`src/rtl/riscv_pkg.sv`:
```
// Shared fetch-stage types and constants: PC source select encoding, the NOP
// instruction and the misaligned-target trap vector.
package riscv_pkg;

    typedef enum logic [1:0] {
        PC_SEQ    = 2'b00,
        PC_BRANCH = 2'b01,
        PC_JALR   = 2'b10,
        PC_RSVD   = 2'b11
    } pc_src_t;

    localparam logic [31:0] NOP_INSTR   = 32'h0000_0013;
    localparam logic [31:0] TRAP_VECTOR = 32'h0000_0100;

endpackage

```
`src/rtl/fetch_stage_if.sv`:
```
// Fetch-stage bus: control inputs, instruction-memory port and IF/ID outputs.
// misalign_trap exists only when FETCH_MISALIGN_TRAP_EN is defined.
interface fetch_stage_if #(
    parameter int ADDRESS_WIDTH = 32,
    parameter int DATA_WIDTH    = 32
);
    import riscv_pkg::*;

    logic                     stall;
    pc_src_t                  pc_src;
    logic [ADDRESS_WIDTH-1:0] branch_target;
    logic [ADDRESS_WIDTH-1:0] jalr_target;
    logic [ADDRESS_WIDTH-1:0] imem_addr;
    logic [DATA_WIDTH-1:0]    imem_rd;
    logic [DATA_WIDTH-1:0]    instr_d;
    logic [ADDRESS_WIDTH-1:0] pc_d;
    logic [ADDRESS_WIDTH-1:0] pc_plus4_d;
    logic                     valid_d;
`ifdef FETCH_MISALIGN_TRAP_EN
    logic                     misalign_trap;
`endif

    // The fetch stage is the master: it drives the address and IF/ID outputs.
    modport master (
        input  stall, pc_src, branch_target, jalr_target, imem_rd,
        output imem_addr, instr_d, pc_d, pc_plus4_d, valid_d
`ifdef FETCH_MISALIGN_TRAP_EN
        , output misalign_trap
`endif
    );

    modport slave (
        output stall, pc_src, branch_target, jalr_target, imem_rd,
        input  imem_addr, instr_d, pc_d, pc_plus4_d, valid_d
`ifdef FETCH_MISALIGN_TRAP_EN
        , input misalign_trap
`endif
    );

endinterface

```
`src/rtl/fetch_stage_pc_reg.sv`:
```
// Program-counter flop: async active-low reset to RESET_VECTOR, loads d when en.
module pc_reg #(
    parameter int                     ADDRESS_WIDTH = 32,
    parameter logic [ADDRESS_WIDTH-1:0] RESET_VECTOR = 32'h0
) (
    input  logic                     clk,
    input  logic                     rst_n,
    input  logic                     en,
    input  logic [ADDRESS_WIDTH-1:0] d,
    output logic [ADDRESS_WIDTH-1:0] q
);

    // PC state register
    always_ff @(posedge clk or negedge rst_n) begin
        if (!rst_n) begin
            q <= RESET_VECTOR;
        end else if (en) begin
            q <= d;
        end else begin
            q <= q;
        end
    end

endmodule

```
`src/rtl/fetch_stage.sv`:
```
// Instruction-fetch stage: PC, next-PC mux and IF/ID register.
// Optional FETCH_MISALIGN_TRAP_EN diverts misaligned redirects to TRAP_VECTOR.
module fetch_stage
    import riscv_pkg::*;
#(
    parameter int                       ADDRESS_WIDTH = 32,
    parameter int                       DATA_WIDTH    = 32,
    parameter logic [ADDRESS_WIDTH-1:0] RESET_VECTOR  = 32'h0
) (
    input  logic          clk,
    input  logic          rst_n,
    fetch_stage_if.master bus
);

    logic [ADDRESS_WIDTH-1:0] pc_s;
    logic [ADDRESS_WIDTH-1:0] pc_plus4_s;
    logic [ADDRESS_WIDTH-1:0] target_s;
    logic [ADDRESS_WIDTH-1:0] next_pc_s;
    logic                     redirect_s;
    logic                     pc_en_s;
    logic                     misaligned_s;

    assign pc_plus4_s    = pc_s + ADDRESS_WIDTH'(4);
    assign bus.imem_addr = pc_s;

    // Redirect target selection; JALR drops bit 0, reserved encoding acts as sequential
    always_comb begin
        redirect_s = 1'b0;
        target_s   = pc_plus4_s;
        case (bus.pc_src)
            PC_BRANCH: begin
                redirect_s = 1'b1;
                target_s   = bus.branch_target;
            end
            PC_JALR: begin
                redirect_s = 1'b1;
                target_s   = {bus.jalr_target[ADDRESS_WIDTH-1:1], 1'b0};
            end
            default: begin
                redirect_s = 1'b0;
                target_s   = pc_plus4_s;
            end
        endcase
    end

`ifdef FETCH_MISALIGN_TRAP_EN
    assign misaligned_s = redirect_s && (target_s[1:0] != 2'b00);
`else
    assign misaligned_s = 1'b0;
`endif

    // Next-PC mux: redirect (or trap) beats stall beats sequential
    always_comb begin
        next_pc_s = pc_plus4_s;
        if (misaligned_s) begin
            next_pc_s = ADDRESS_WIDTH'(TRAP_VECTOR);
        end else if (redirect_s) begin
            next_pc_s = target_s;
        end else begin
            next_pc_s = pc_plus4_s;
        end
    end

    assign pc_en_s = redirect_s || !bus.stall;

    pc_reg #(
        .ADDRESS_WIDTH (ADDRESS_WIDTH),
        .RESET_VECTOR  (RESET_VECTOR)
    ) u_pc_reg (
        .clk   (clk),
        .rst_n (rst_n),
        .en    (pc_en_s),
        .d     (next_pc_s),
        .q     (pc_s)
    );

    // IF/ID pipeline register: a redirect flushes it to a NOP bubble
    always_ff @(posedge clk or negedge rst_n) begin
        if (!rst_n) begin
            bus.instr_d    <= DATA_WIDTH'(NOP_INSTR);
            bus.pc_d       <= {ADDRESS_WIDTH{1'b0}};
            bus.pc_plus4_d <= {ADDRESS_WIDTH{1'b0}};
            bus.valid_d    <= 1'b0;
        end else if (redirect_s) begin
            bus.instr_d    <= DATA_WIDTH'(NOP_INSTR);
            bus.pc_d       <= {ADDRESS_WIDTH{1'b0}};
            bus.pc_plus4_d <= {ADDRESS_WIDTH{1'b0}};
            bus.valid_d    <= 1'b0;
        end else if (bus.stall) begin
            bus.instr_d    <= bus.instr_d;
            bus.pc_d       <= bus.pc_d;
            bus.pc_plus4_d <= bus.pc_plus4_d;
            bus.valid_d    <= bus.valid_d;
        end else begin
            bus.instr_d    <= bus.imem_rd;
            bus.pc_d       <= pc_s;
            bus.pc_plus4_d <= pc_plus4_s;
            bus.valid_d    <= 1'b1;
        end
    end

`ifdef FETCH_MISALIGN_TRAP_EN
    // Single-cycle trap pulse accompanying the diverted redirect
    always_ff @(posedge clk or negedge rst_n) begin
        if (!rst_n) begin
            bus.misalign_trap <= 1'b0;
        end else begin
            bus.misalign_trap <= misaligned_s;
        end
    end
`endif

endmodule
```
`src/flat_wrapper.sv`:
```
// flat-port wrapper written by rule: the top's interface ports become plain ports
module fetch_stage_flat import riscv_pkg::*;
#(
    parameter int                       ADDRESS_WIDTH = 32,
    parameter int                       DATA_WIDTH    = 32,
    parameter logic [ADDRESS_WIDTH-1:0] RESET_VECTOR  = 32'h0
)
  (clk, rst_n, bus_stall, bus_pc_src, bus_branch_target, bus_jalr_target, bus_imem_rd, bus_imem_addr, bus_instr_d, bus_pc_d, bus_pc_plus4_d, bus_valid_d);
  fetch_stage_if #(.ADDRESS_WIDTH(ADDRESS_WIDTH), .DATA_WIDTH(DATA_WIDTH)) bus_i ();
  input  logic clk;
  input  logic rst_n;
  input wire logic [$bits(bus_i.stall)-1:0] bus_stall;
  input wire logic [$bits(bus_i.pc_src)-1:0] bus_pc_src;
  input wire logic [$bits(bus_i.branch_target)-1:0] bus_branch_target;
  input wire logic [$bits(bus_i.jalr_target)-1:0] bus_jalr_target;
  input wire logic [$bits(bus_i.imem_rd)-1:0] bus_imem_rd;
  output wire logic [$bits(bus_i.imem_addr)-1:0] bus_imem_addr;
  output wire logic [$bits(bus_i.instr_d)-1:0] bus_instr_d;
  output wire logic [$bits(bus_i.pc_d)-1:0] bus_pc_d;
  output wire logic [$bits(bus_i.pc_plus4_d)-1:0] bus_pc_plus4_d;
  output wire logic [$bits(bus_i.valid_d)-1:0] bus_valid_d;
  assign bus_i.stall = bus_stall;
  assign bus_i.pc_src = bus_pc_src;
  assign bus_i.branch_target = bus_branch_target;
  assign bus_i.jalr_target = bus_jalr_target;
  assign bus_i.imem_rd = bus_imem_rd;
  assign bus_imem_addr = bus_i.imem_addr;
  assign bus_instr_d = bus_i.instr_d;
  assign bus_pc_d = bus_i.pc_d;
  assign bus_pc_plus4_d = bus_i.pc_plus4_d;
  assign bus_valid_d = bus_i.valid_d;
  fetch_stage #(.ADDRESS_WIDTH(ADDRESS_WIDTH), .DATA_WIDTH(DATA_WIDTH), .RESET_VECTOR(RESET_VECTOR)) u_core (.clk(clk), .rst_n(rst_n), .bus(bus_i));
endmodule
```
`config.mk`:
```
export PLATFORM = sky130hd
export DESIGN_NAME = fetch_stage_flat
export DESIGN_NICKNAME = d
export VERILOG_FILES = /design/src/rtl/riscv_pkg.sv /design/src/rtl/fetch_stage_if.sv /design/src/rtl/fetch_stage_pc_reg.sv /design/src/rtl/fetch_stage.sv /design/src/flat_wrapper.sv
export SDC_FILE = /design/constraint.sdc
export NUM_CORES = 1
export LEC_CHECK = 0
export ABC_AREA = 1
export CORE_ASPECT_RATIO = 0.8
export CORE_UTILIZATION = 45
export CTS_CLUSTER_DIAMETER = 200
export DETAILED_ROUTE_END_ITERATION = 16
export PLACE_DENSITY_LB_ADDON = 0.2
export SLEW_MARGIN = 20
export SYNTH_ARGS = -nofsm -noshare
export SYNTH_HDL_FRONTEND = slang
export SYNTH_HIERARCHICAL = 1
export SYNTH_SLANG_ARGS = --single-unit
```
`constraint.sdc`:
```
create_clock -name clk -period 1.65 [get_ports clk]
set_input_delay 0.165 -clock clk [delete_from_list [all_inputs] [get_ports clk]]
set_output_delay 0.165 -clock clk [all_outputs]
set_load 0.01 [all_outputs]
```
# Yosys cells after proc, flatten, opt, wreduce, memory -nomap -nowiden
# Cells that the tools add are included.
# word_totals
out_inout_bits	129
regBits	129
inputBits	101
# classes
n_reduce_logical	3
n_eq_ne	3
n_mux	11
add_sub_neg	1
# op_table
cell	n
$mux 32	7
$pmux 32 s2	1
$add 32x3->32 const B	1
$mux 1	3
$eq 2x1->1 const B	1
$eq 2x2->1 const B	1
$ne 2x1->1 const B	1
$reduce_or 2->1	1
$logic_not 1->1	1
$logic_or 1x1->1	1

# Depth between registers and ports, before layout
# Gate-level depths: netlist of the first run.
# depth
word_depth	4
depth_mapped	11
depth_no_buf	11

# Cells and area by module
# Netlist of the first run, hierarchy kept.
# modules_own_cells
mod	seq_area_each_um2	instances	area_per_inst_um2	cells_each
fetch_stage	2381.0	1	4884.7	618
pc_reg	800.8	1	1292.5	136

# Worst setup path before layout of the first run
# No wires, ideal clock.
# synth_timing
path_kind	reg2reg
start	register u_core.u_pc_reg.q[3]
end	register u_core.u_pc_reg.q[22]
path_stages_with_launch	11
path_slack_ns	0.038
synth_period_minus_slack_ns	1.612
arrival_time_ns	1.495
cell_sequence	dfrtp_1 > ha_1 > nand2_1 > nor2_4 > nand2_4 > nor2_4 > nand3_1 > nand3_1 > nand3_1 > nand2_1 > nand2_1
# synth_between
elab_chain_cells	3
# synth_lines
item	line	text
from (decl)	fetch_stage_pc_reg.sv:10	output logic [ADDRESS_WIDTH-1:0] q
from (signal assigned)	fetch_stage_pc_reg.sv:20	q <= q;
$add 32x3->32 (*)	fetch_stage.sv:23	assign pc_plus4_s = pc_s + ADDRESS_WIDTH'(4);
$pmux 32 s2	fetch_stage.sv:30	case (bus.pc_src)
$mux 32 (*)	fetch_stage.sv:57	end else if (redirect_s) begin
via u_core.next_pc_s[22]	fetch_stage.sv:18	logic [ADDRESS_WIDTH-1:0] next_pc_s;
# Mark *: on every way through the listed nets, which the timed path passes. The rest lies on a longest branch.
# A chain may end at the register's enable or synchronous reset.

# Worst setup path in the final report of the first run
# layout_timing
start	register u_core.u_pc_reg.q[3]
end	register u_core.u_pc_reg.q[21]
# The elaborated chain is that of the path after synthesis.

==> run summary, run 1 <==
### Power
- 10.52 mW — total power draw
- 0.7597 mV — peak supply drop
- 35.6% — sequential power share
- 24.6% — share of power burned in combinational logic
- 39.8% — clock group share of total power
- 7.479 mW — internal power
- 4.698 nW — static leakage power
- 1055 nW/µm² — PwrDens
- 3.044 mW — NetSw
- 28.93% — switching share of power

### Worst setup path
- 400 ps — delay of the slowest cell on the worst path
- u_core/u_pc_reg/q[21] — Worst R2R End
- reg -> reg — Worst Setup Path Type
- buf_6 > nand2_4 > nor2_4 > nand2_4 > nor2_4 > nand3_1 > nand3_1 > nand3_1 > nand2_1 > nand2_1 — chain of cells forming the critical path
- 1950 ps — data required time of the worst path
- register — category of the worst setup path capture point
- register — kind of launch point of the worst setup path
- u_core/u_pc_reg/q[3] — source of the worst register-to-register timing path
- sky130_fd_sc_hd__dfrtp_1 — Critical-path top delay cell
- sky130_fd_sc_hd__nand3_1 — critical path's most frequent cell
- 2000 ps — arrival time worst endpoint
- u_core/u_pc_reg/q[3] — Critical Path Start
- u_core/u_pc_reg/q[21] — worst setup path endpoint
- 6 — maximum fanout count along the critical path
- 10 — r2r worst-path depth
- -50 ps — minimum setup slack among reg-to-reg paths

### Timing
- 9.172 ps — clock tree skew after final layout
- yes — RSZ-0062 raised after global routing
- 264.6 ps — Final Hold Slack
- 0 — count of final hold-check violations
- 448.4 ps — slew of the pin with the lowest slew margin
- 1703 ps — time the worst path needs with I/O delays and setup
- 0 — number of max-slew violations in the final report
- 587.3 MHz — Highest Clock Rate
- 70.11% — max_slew headroom
- -52.62 ps — setup slack after layout
- 6 — Setup violations, final
- -159.8 ps — total negative slack for setup checks
- 103.2% — ratio of final minimum period to clock period

### Drt
- 0 — number of design rule violations left after detail routing
- 21,140 µm — Post-Route WL
- 5.319 — detail-routed via count per cell
- 606 — number of DRC markers after the initial detailed-route iteration
- 0 — post-route antenna net violation count
- 17.38 µm — final routed wire length divided by cell count
- 5 — TritonRoute pass-1 iters
- 6,468 — number of vias in the routed layout

### Clock network
- 127 — clock net sink count
- 17 — clock buffers created by TritonCTS
- 2 — number of buffers on the longest clock path
- 60 ps — CTS clock-pin slew for the worst setup and hold paths
- built — clock tree from TritonCTS
- 4 — H-tree depth
- sky130_fd_sc_hd__clkbuf_16 — clock tree root driver cell
- 410 ps — Clk Latency, worst-skew pair

### Place
- 15,030 µm — detailed placement HPWL
- -322.5 ps — worst setup timing slack at the placement stage
- 228 — Port-buffer cells
- 0.9238 — GP Congestion

### Synth
- 51.51% — sequential element share of the synthesized area
- sky130_fd_sc_hd__dfrtp_1 (50%), sky130_fd_sc_hd__nand2_1 (18%), sky130_fd_sc_hd__nand3_1 (5.3%) — top area cells in the synthesized netlist
- 127 — flip-flop and latch count after synthesis
- sky130_fd_sc_hd__dfrtp_1 — area leader, netlist
- 6 — Synth Warn #
- 0 — Post-synth EDFFs
- 50.23% — post-synth top area share
- 8.193 µm² — average size of a mapped cell
- 754 — Mapped Cells
- 858 — total nets after synthesis
- sky130_fd_sc_hd__dfrtp_1 — most used flip-flop cell after synthesis
- 6177 µm² — combined area of all synthesized cells
- 100.0% — share of async-settable or async-resettable flops after synthesis
- 29 — Yosys cell types

### Global routing
- 29.81% — total global-route track usage
- 6,027 — vias in the first global route
- 0 — GRT overflow
- 45 — maximum number of pins on one net before global-route repair
- 1 — antenna violations before repair
- 32,240 µm — wire length of the first global-routing pass

### Floorplanning
- 13,100 µm² — Core Area
- 37 — Rows
- 47.15% — Initial Utilization
- 14,200 µm² — die area
- 230 — number of top-level pins
- 106.8 µm — die extent in y
- 133.0 µm — overall die width

### Outcome
- finished, violations left — status
- setup timing — failing checks

### Cells and area
- 76.12% — final core utilization
- 1,133 — total number of nets in the final design
- sky130_fd_sc_hd__nand2_1 (291), sky130_fd_sc_hd__clkdlybuf4s50_1 (210), sky130_fd_sc_hd__dfrtp_1 (114) — commonest non-fill, non-tap cells in the layout
- sky130_fd_sc_hd__nand2_1 — most common cell after layout, fill and taps aside
- 16.43% — share of cells above drive strength 1
- 61.43% — area delta synth->final
- 0 — ant diodes

### Hold path
- in -> async — Hold WC Path Type

### Flow run
- 0 — Max-Cap Viols

## power groups by stage
| stage | sequential [mW] | combinational [mW] | clock (mW) |
|---|---|---|---|
| final | 3.75 | 2.59 | 4.19 |
| after global routing | 3.79 | 2.76 | 4.38 |
| after CTS | 3.73 | 2.50 | 4.22 |
| after detailed placement | 3.78 | 2.44 | 0 |
| after global placement | 3.78 | 2.41 | 0 |
| after floorplan | 3.94 | 0.750 | 0 |
## routing by layer
| metal | track usage, % | vias up | share of wire (%) |
|---|---|---|---|
| li1 | - | 3031 | - |
| met1 | 43.15 | 3073 | 45 |
| met2 | 46.30 | 344 | 45 |
| met3 | 6.667 | 20 | 9.5 |
| met4 | 5.172 | 0 | 0.66 |
| met5 | 0 | - | 0 |
## how the worst min path moves through the flow
stage,cells past startpoint,start,endpoint
after detailed placement,1,rst_n,u_core/bus.pc_d[19]
after global placement,1,rst_n,u_core/bus.pc_plus4_d[21]
after CTS,2,rst_n,u_core/bus.pc_plus4_d[21]
after global routing,2,rst_n,u_core/bus.pc_plus4_d[21]
final,2,rst_n,u_core/bus.pc_plus4_d[21]
after floorplan,0,rst_n,u_core/bus.instr_d[10]
## state kept, by name, indices dropped and copies added (netlist names)
register	count
u_core/u_pc_reg/q	32
u_core/bus.instr_d	32
u_core/bus.valid_d	1
u_core/bus.pc_plus4_d	30
u_core/bus.pc_d	32
## synth_stat cells (6+ instances only)
| library cell | instances |
|---|---|
| sky130_fd_sc_hd__a22o_1 | 33 |
| sky130_fd_sc_hd__a22oi_1 | 9 |
| sky130_fd_sc_hd__buf_2 | 20 |
| sky130_fd_sc_hd__clkbuf_1 | 8 |
| sky130_fd_sc_hd__dfrtp_1 | 124 |
| sky130_fd_sc_hd__inv_1 | 44 |
| sky130_fd_sc_hd__nand2_1 | 297 |
| sky130_fd_sc_hd__nand2_2 | 11 |
| sky130_fd_sc_hd__nand3_1 | 65 |
| sky130_fd_sc_hd__nand4_1 | 14 |
| sky130_fd_sc_hd__nor2_1 | 35 |
| sky130_fd_sc_hd__nor2_4 | 6 |
| sky130_fd_sc_hd__o21ai_0 | 47 |
| sky130_fd_sc_hd__o21ai_1 | 9 |
## final cells by class
type,instances,area (µm²)
Clock inverter,14,227.7
Fill cell,943,3129
Clock buffer,17,425.4
Multi-Input combinational cell,542,2734
Timing Repair Buffer,294,2988
Sequential cell,127,3194
Tap cell,175,219.0
Inverter,47,183.9
## through the flow
step | instance area (µm²) | instances
after floorplan | 6177 | 754
after global placement | 9004 | 1173
after detailed placement | 9004 | 1173
after CTS | 9754 | 1212
after global routing | 9972 | 1216
final | 9972 | 1216
## what timing repair did
| action | CTS | global route |
|---|---|---|
| resized for setup | 18 | 57 |
| pin swaps | 5 | 18 |
| setup endpoints to repair | 19 | 49 |
| hold buffers | 1 | 0 |
| cloned | 0 | 0 |
| buffers inserted | 7 | 4 |
| endpoints found under the hold margin | 38 | 0 |
## cells by family after synthesis
kind of cell,after synthesis,share of synthesized area (%)
fa+ha+maj,3,0.6077
simple gates,434,29.84
buf+inv,85,6.927
compound gates,104,10.98
flops,127,51.51
xor+xnor,1,0.1418
## critical path, delay by kind of cell (launching register included)
kind                   cells  cell delay [ps]
buffers and inverters      1              150
AND/OR/NAND/NOR            9             1020
flip-flops                 1              400
No activity file was read; power rests on OpenSTA's default activity.
==> inputs of run 2 (changes only) <==
--- a/config.mk
+++ b/config.mk
@@ -7,7 +7,7 @@
 export LEC_CHECK = 0
 export ABC_AREA = 1
 export CORE_ASPECT_RATIO = 0.8
-export CORE_UTILIZATION = 45
+export CORE_UTILIZATION = 48
 export CTS_CLUSTER_DIAMETER = 200
 export DETAILED_ROUTE_END_ITERATION = 16
 export PLACE_DENSITY_LB_ADDON = 0.2
==> constraint.sdc (replaced) <==
create_clock -name clk -period 2.09 [get_ports clk]
set_input_delay 0.209 -clock clk [delete_from_list [all_inputs] [get_ports clk]]
set_output_delay 0.209 -clock clk [all_outputs]
set_load 0.01 [all_outputs]
==> run 2 against run 1 <==
  * The flow now finishes without violations
  * Combinational power decreased by 32%
  * Core utilization decreased by 0.34 points
  * Setup slack improved by 290 ps
  * Wire length fell by 4.3%
  * First-iteration DRC count fell by 14%
  * Power fell by 23%
  * Clock skew about the same
  * Largest cell class unchanged
==> run summary, run 2 (same netlist as run 1, synthesis figures left out) <==
### Worst setup path
- reg -> reg — Worst Setup Path Type, unchanged
- register — category of the worst setup path capture point, unchanged
- 7 — maximum fanout count along the critical path, was 6
- 2160 ps — arrival time worst endpoint, was 2000 ps
- simple AND/OR/NAND/NOR gates — Top delay family on crit path, unchanged
- ha_1 > nand2_1 > nor2_4 > nand2_4 > nor2_4 > nand3_1 > nand3_1 > nand3_1 > nand2_1 > nand2_1 — chain of cells forming the critical path, was buf_6 > nand2_4 > nor2_4 > nand2_4 > nor2_4 > nand3_1 > nand3_1 > nand3_1 > nand2_1 > nand2_1
- register — kind of launch point of the worst setup path, unchanged
- 240 ps — minimum setup slack among reg-to-reg paths, was -50 ps
- sky130_fd_sc_hd__dfrtp_1 — Critical-path top delay cell, unchanged
- 0 — total buffers and inverters traversed by the critical path, was 1
- 2400 ps — data required time of the worst path, was 1950 ps
- 460 ps — delay of the slowest cell on the worst path, was 400 ps

### Timing
- 0 — count of final hold-check violations, unchanged
- 88.67% — ratio of final minimum period to clock period, was 103.2%
- 1853 ps — time the worst path needs with I/O delays and setup, was 1703 ps
- 539.6 MHz — Highest Clock Rate, was 587.3 MHz
- 0 — number of max-slew violations in the final report, unchanged
- 8.731 ps — clock tree skew after final layout, was 9.172 ps
- 58.38% — max_slew headroom, was 70.11%
- 623.6 ps — slew of the pin with the lowest slew margin, was 448.4 ps
- 0 — Setup violations, final, was 6
- 0 ps — total negative slack for setup checks, was -159.8 ps
- no — RSZ-0062 raised after global routing, was yes

### Global routing
- 5,908 — vias in the first global route, was 6,027
- 0 — antenna violations before repair, was 1
- 31.47% — total global-route track usage, was 29.81%
- 0 — GRT overflow, unchanged
- 59 — maximum number of pins on one net before global-route repair, was 45
- 31,050 µm — wire length of the first global-routing pass, was 32,240 µm

### Drt
- 0 — post-route antenna net violation count, unchanged
- 521 — number of DRC markers after the initial detailed-route iteration, was 606
- 17.27 µm — final routed wire length divided by cell count, was 17.38 µm
- 0 — number of design rule violations left after detail routing, unchanged
- 6,228 — number of vias in the routed layout, was 6,468
- 5.319 — detail-routed via count per cell, about the same
- 6 — TritonRoute pass-1 iters, was 5
- 20,230 µm — Post-Route WL, was 21,140 µm

### Floorplanning
- 128.8 µm — overall die width, was 133.0 µm
- 50.05% — Initial Utilization, was 47.15%
- 103.5 µm — die extent in y, was 106.8 µm
- 13,330 µm² — die area, was 14,200 µm²
- 36 — Rows, was 37
- 12,340 µm² — Core Area, was 13,100 µm²
- 230 — number of top-level pins, unchanged

### Cells and area
- 51.39% — area delta synth->final, was 61.43%
- 0 — ant diodes, unchanged
- 1,092 — total number of nets in the final design, was 1,133
- 75.77% — final core utilization, was 76.12%
- 1,171 — Non-Filler Instances, was 1,216
- sky130_fd_sc_hd__nand2_1 (297), sky130_fd_sc_hd__clkdlybuf4s50_1 (227), sky130_fd_sc_hd__dfrtp_1 (124) — commonest non-fill, non-tap cells in the layout, was sky130_fd_sc_hd__nand2_1 (291), sky130_fd_sc_hd__clkdlybuf4s50_1 (210), sky130_fd_sc_hd__dfrtp_1 (114)
- 2567 µm² — area of combinational cells with multiple inputs, was 2734 µm²
- 3182 µm² — combined flip-flop and latch cell area, was 3194 µm²
- sky130_fd_sc_hd__nand2_1 — most common cell after layout, fill and taps aside, unchanged
- 8.400% — share of cells above drive strength 1, was 16.43%
- u_core/bus.instr_d: 32 flops, u_core/bus.pc_d: 32 flops, u_core/u_pc_reg/q: 32 flops — largest registers ranked by flip-flop count, unchanged
- 953 — Filler cells, was 943

### Place
- 0.9270 — GP Congestion, was 0.9238
- 1,139 — Placed Cells incl. Taps, was 1,173
- 15,000 µm — detailed placement HPWL, was 15,030 µm
- 228 — Port-buffer cells, unchanged

### Clock network
- 0 — count of instances resized after the clock tree is built, was 18
- 60 ps — CTS clock-pin slew for the worst setup and hold paths, about the same
- 4 — H-tree depth, unchanged
- built — clock tree from TritonCTS, unchanged
- sky130_fd_sc_hd__clkbuf_16 — clock tree root driver cell, unchanged
- 127 — clock net sink count, unchanged
- 17 — clock buffers created by TritonCTS, unchanged
- 420 ps — Clk Latency, worst-skew pair, was 410 ps
- 2 — number of buffers on the longest clock path, unchanged
- 0 — Post CTS Setup Buffer Count, was 7

### Power
- 0.6311 mV — peak supply drop, was 0.7597 mV
- 4.278 nW — static leakage power, was 4.698 nW
- 862.9 nW/µm² — PwrDens, was 1055 nW/µm²

### Hold path
- in -> async — Hold WC Path Type, unchanged

### Flow run
- 0 — Max-Cap Viols, unchanged

### Outcome
- finished clean — status, was finished, violations left

## run 2: cell count changes in the layout (fill, tap and decap cells not counted), moves of 11 or more
cell and delta:
sky130_fd_sc_hd__nor2_1 +11, sky130_fd_sc_hd__nand3_1 +13, sky130_fd_sc_hd__nand3_2 -13, sky130_fd_sc_hd__buf_4 -30, sky130_fd_sc_hd__clkdlybuf4s50_1 +17, sky130_fd_sc_hd__dlymetal6s2s_1 -11
## run 2: metrics by stage
stage	setup slack (ps)	hold WS, ps	instance area [µm²]	total power [mW]
floorplan	478.3	-86.59	6177	3.700
CTS	258.9	358.8	9351	8.077
global route	131.2	361.7	9351	8.389
finish	236.8	335.2	9351	8.070
detailed placement	46.28	218.0	8686	4.775
global placement	81.14	218.5	8686	4.742
## run 2: worst reg2reg max path: stages, from the launching register on
cell                      delay [ps]
sky130_fd_sc_hd__dfrtp_1         460
sky130_fd_sc_hd__ha_1            240
sky130_fd_sc_hd__nand2_1         110
sky130_fd_sc_hd__nor2_4          170
sky130_fd_sc_hd__nand2_4         120
sky130_fd_sc_hd__nor2_4          170
sky130_fd_sc_hd__nand3_1         120
sky130_fd_sc_hd__nand3_1         160
sky130_fd_sc_hd__nand3_1          80
sky130_fd_sc_hd__nand2_1          70
sky130_fd_sc_hd__nand2_1          50
## run 2: metal layers
| metal | GRT usage (%) | part of all wire, % | up-vias |
|---|---|---|---|
| met3 | 10.60 | 11 | 24 |
| met2 | 48.27 | 44 | 317 |
| li1 | - | - | 2937 |
| met4 | 8.054 | 1.2 | 0 |
| met1 | 43.06 | 44 | 2950 |
| met5 | 0 | 0 | - |
## run 2: what timing repair did
item | CTS | global route
hold endpoints to repair | 51 | 0
hold buffers | 1 | 0
setup endpoints to repair | 0 | 0
## run 2: cell type report
type | count | area share (%)
flip-flops and latches | 127 | 34.02
clock inverters | 14 | 2.462
multi-input cells | 542 | 27.46
clock buffers | 17 | 4.549
well taps | 171 | 2.288
repair buffers | 253 | 27.25
inverters | 47 | 1.967
## run 2: final timing paths
kind,startpoint,end,cells after the start
worst min register to register,u_core/bus.pc_plus4_d[19],u_core/bus.pc_plus4_d[19],2
min in group clk,bus_imem_rd[0],u_core/bus.instr_d[0],2
max in group asynchronous,rst_n,u_core/bus.pc_d[10],3
worst max-delay path,u_core/u_pc_reg/q[2],u_core/u_pc_reg/q[20],10
worst min-delay path,rst_n,u_core/bus.pc_d[28],2
worst max register to register,u_core/u_pc_reg/q[2],u_core/u_pc_reg/q[20],10
## run 2: power breakdown
part           total [mW]  switching, mW  internal [mW]
logic                1.75          0.869          0.885
clock network        3.31           1.17           2.14
registers            3.01          0.286           2.72
total                8.07           2.33           5.74
==> inputs of run 3 (changes only) <==
--- a/config.mk
+++ b/config.mk
@@ -7,6 +7,7 @@
 export LEC_CHECK = 0
 export ABC_AREA = 1
 export CORE_ASPECT_RATIO = 0.8
+export CORE_MARGIN = 1
 export CORE_UTILIZATION = 48
 export CTS_CLUSTER_DIAMETER = 200
 export DETAILED_ROUTE_END_ITERATION = 16
==> results of run 3 <==
No change in the layout: final DEF, timing and power equal those of run 2.
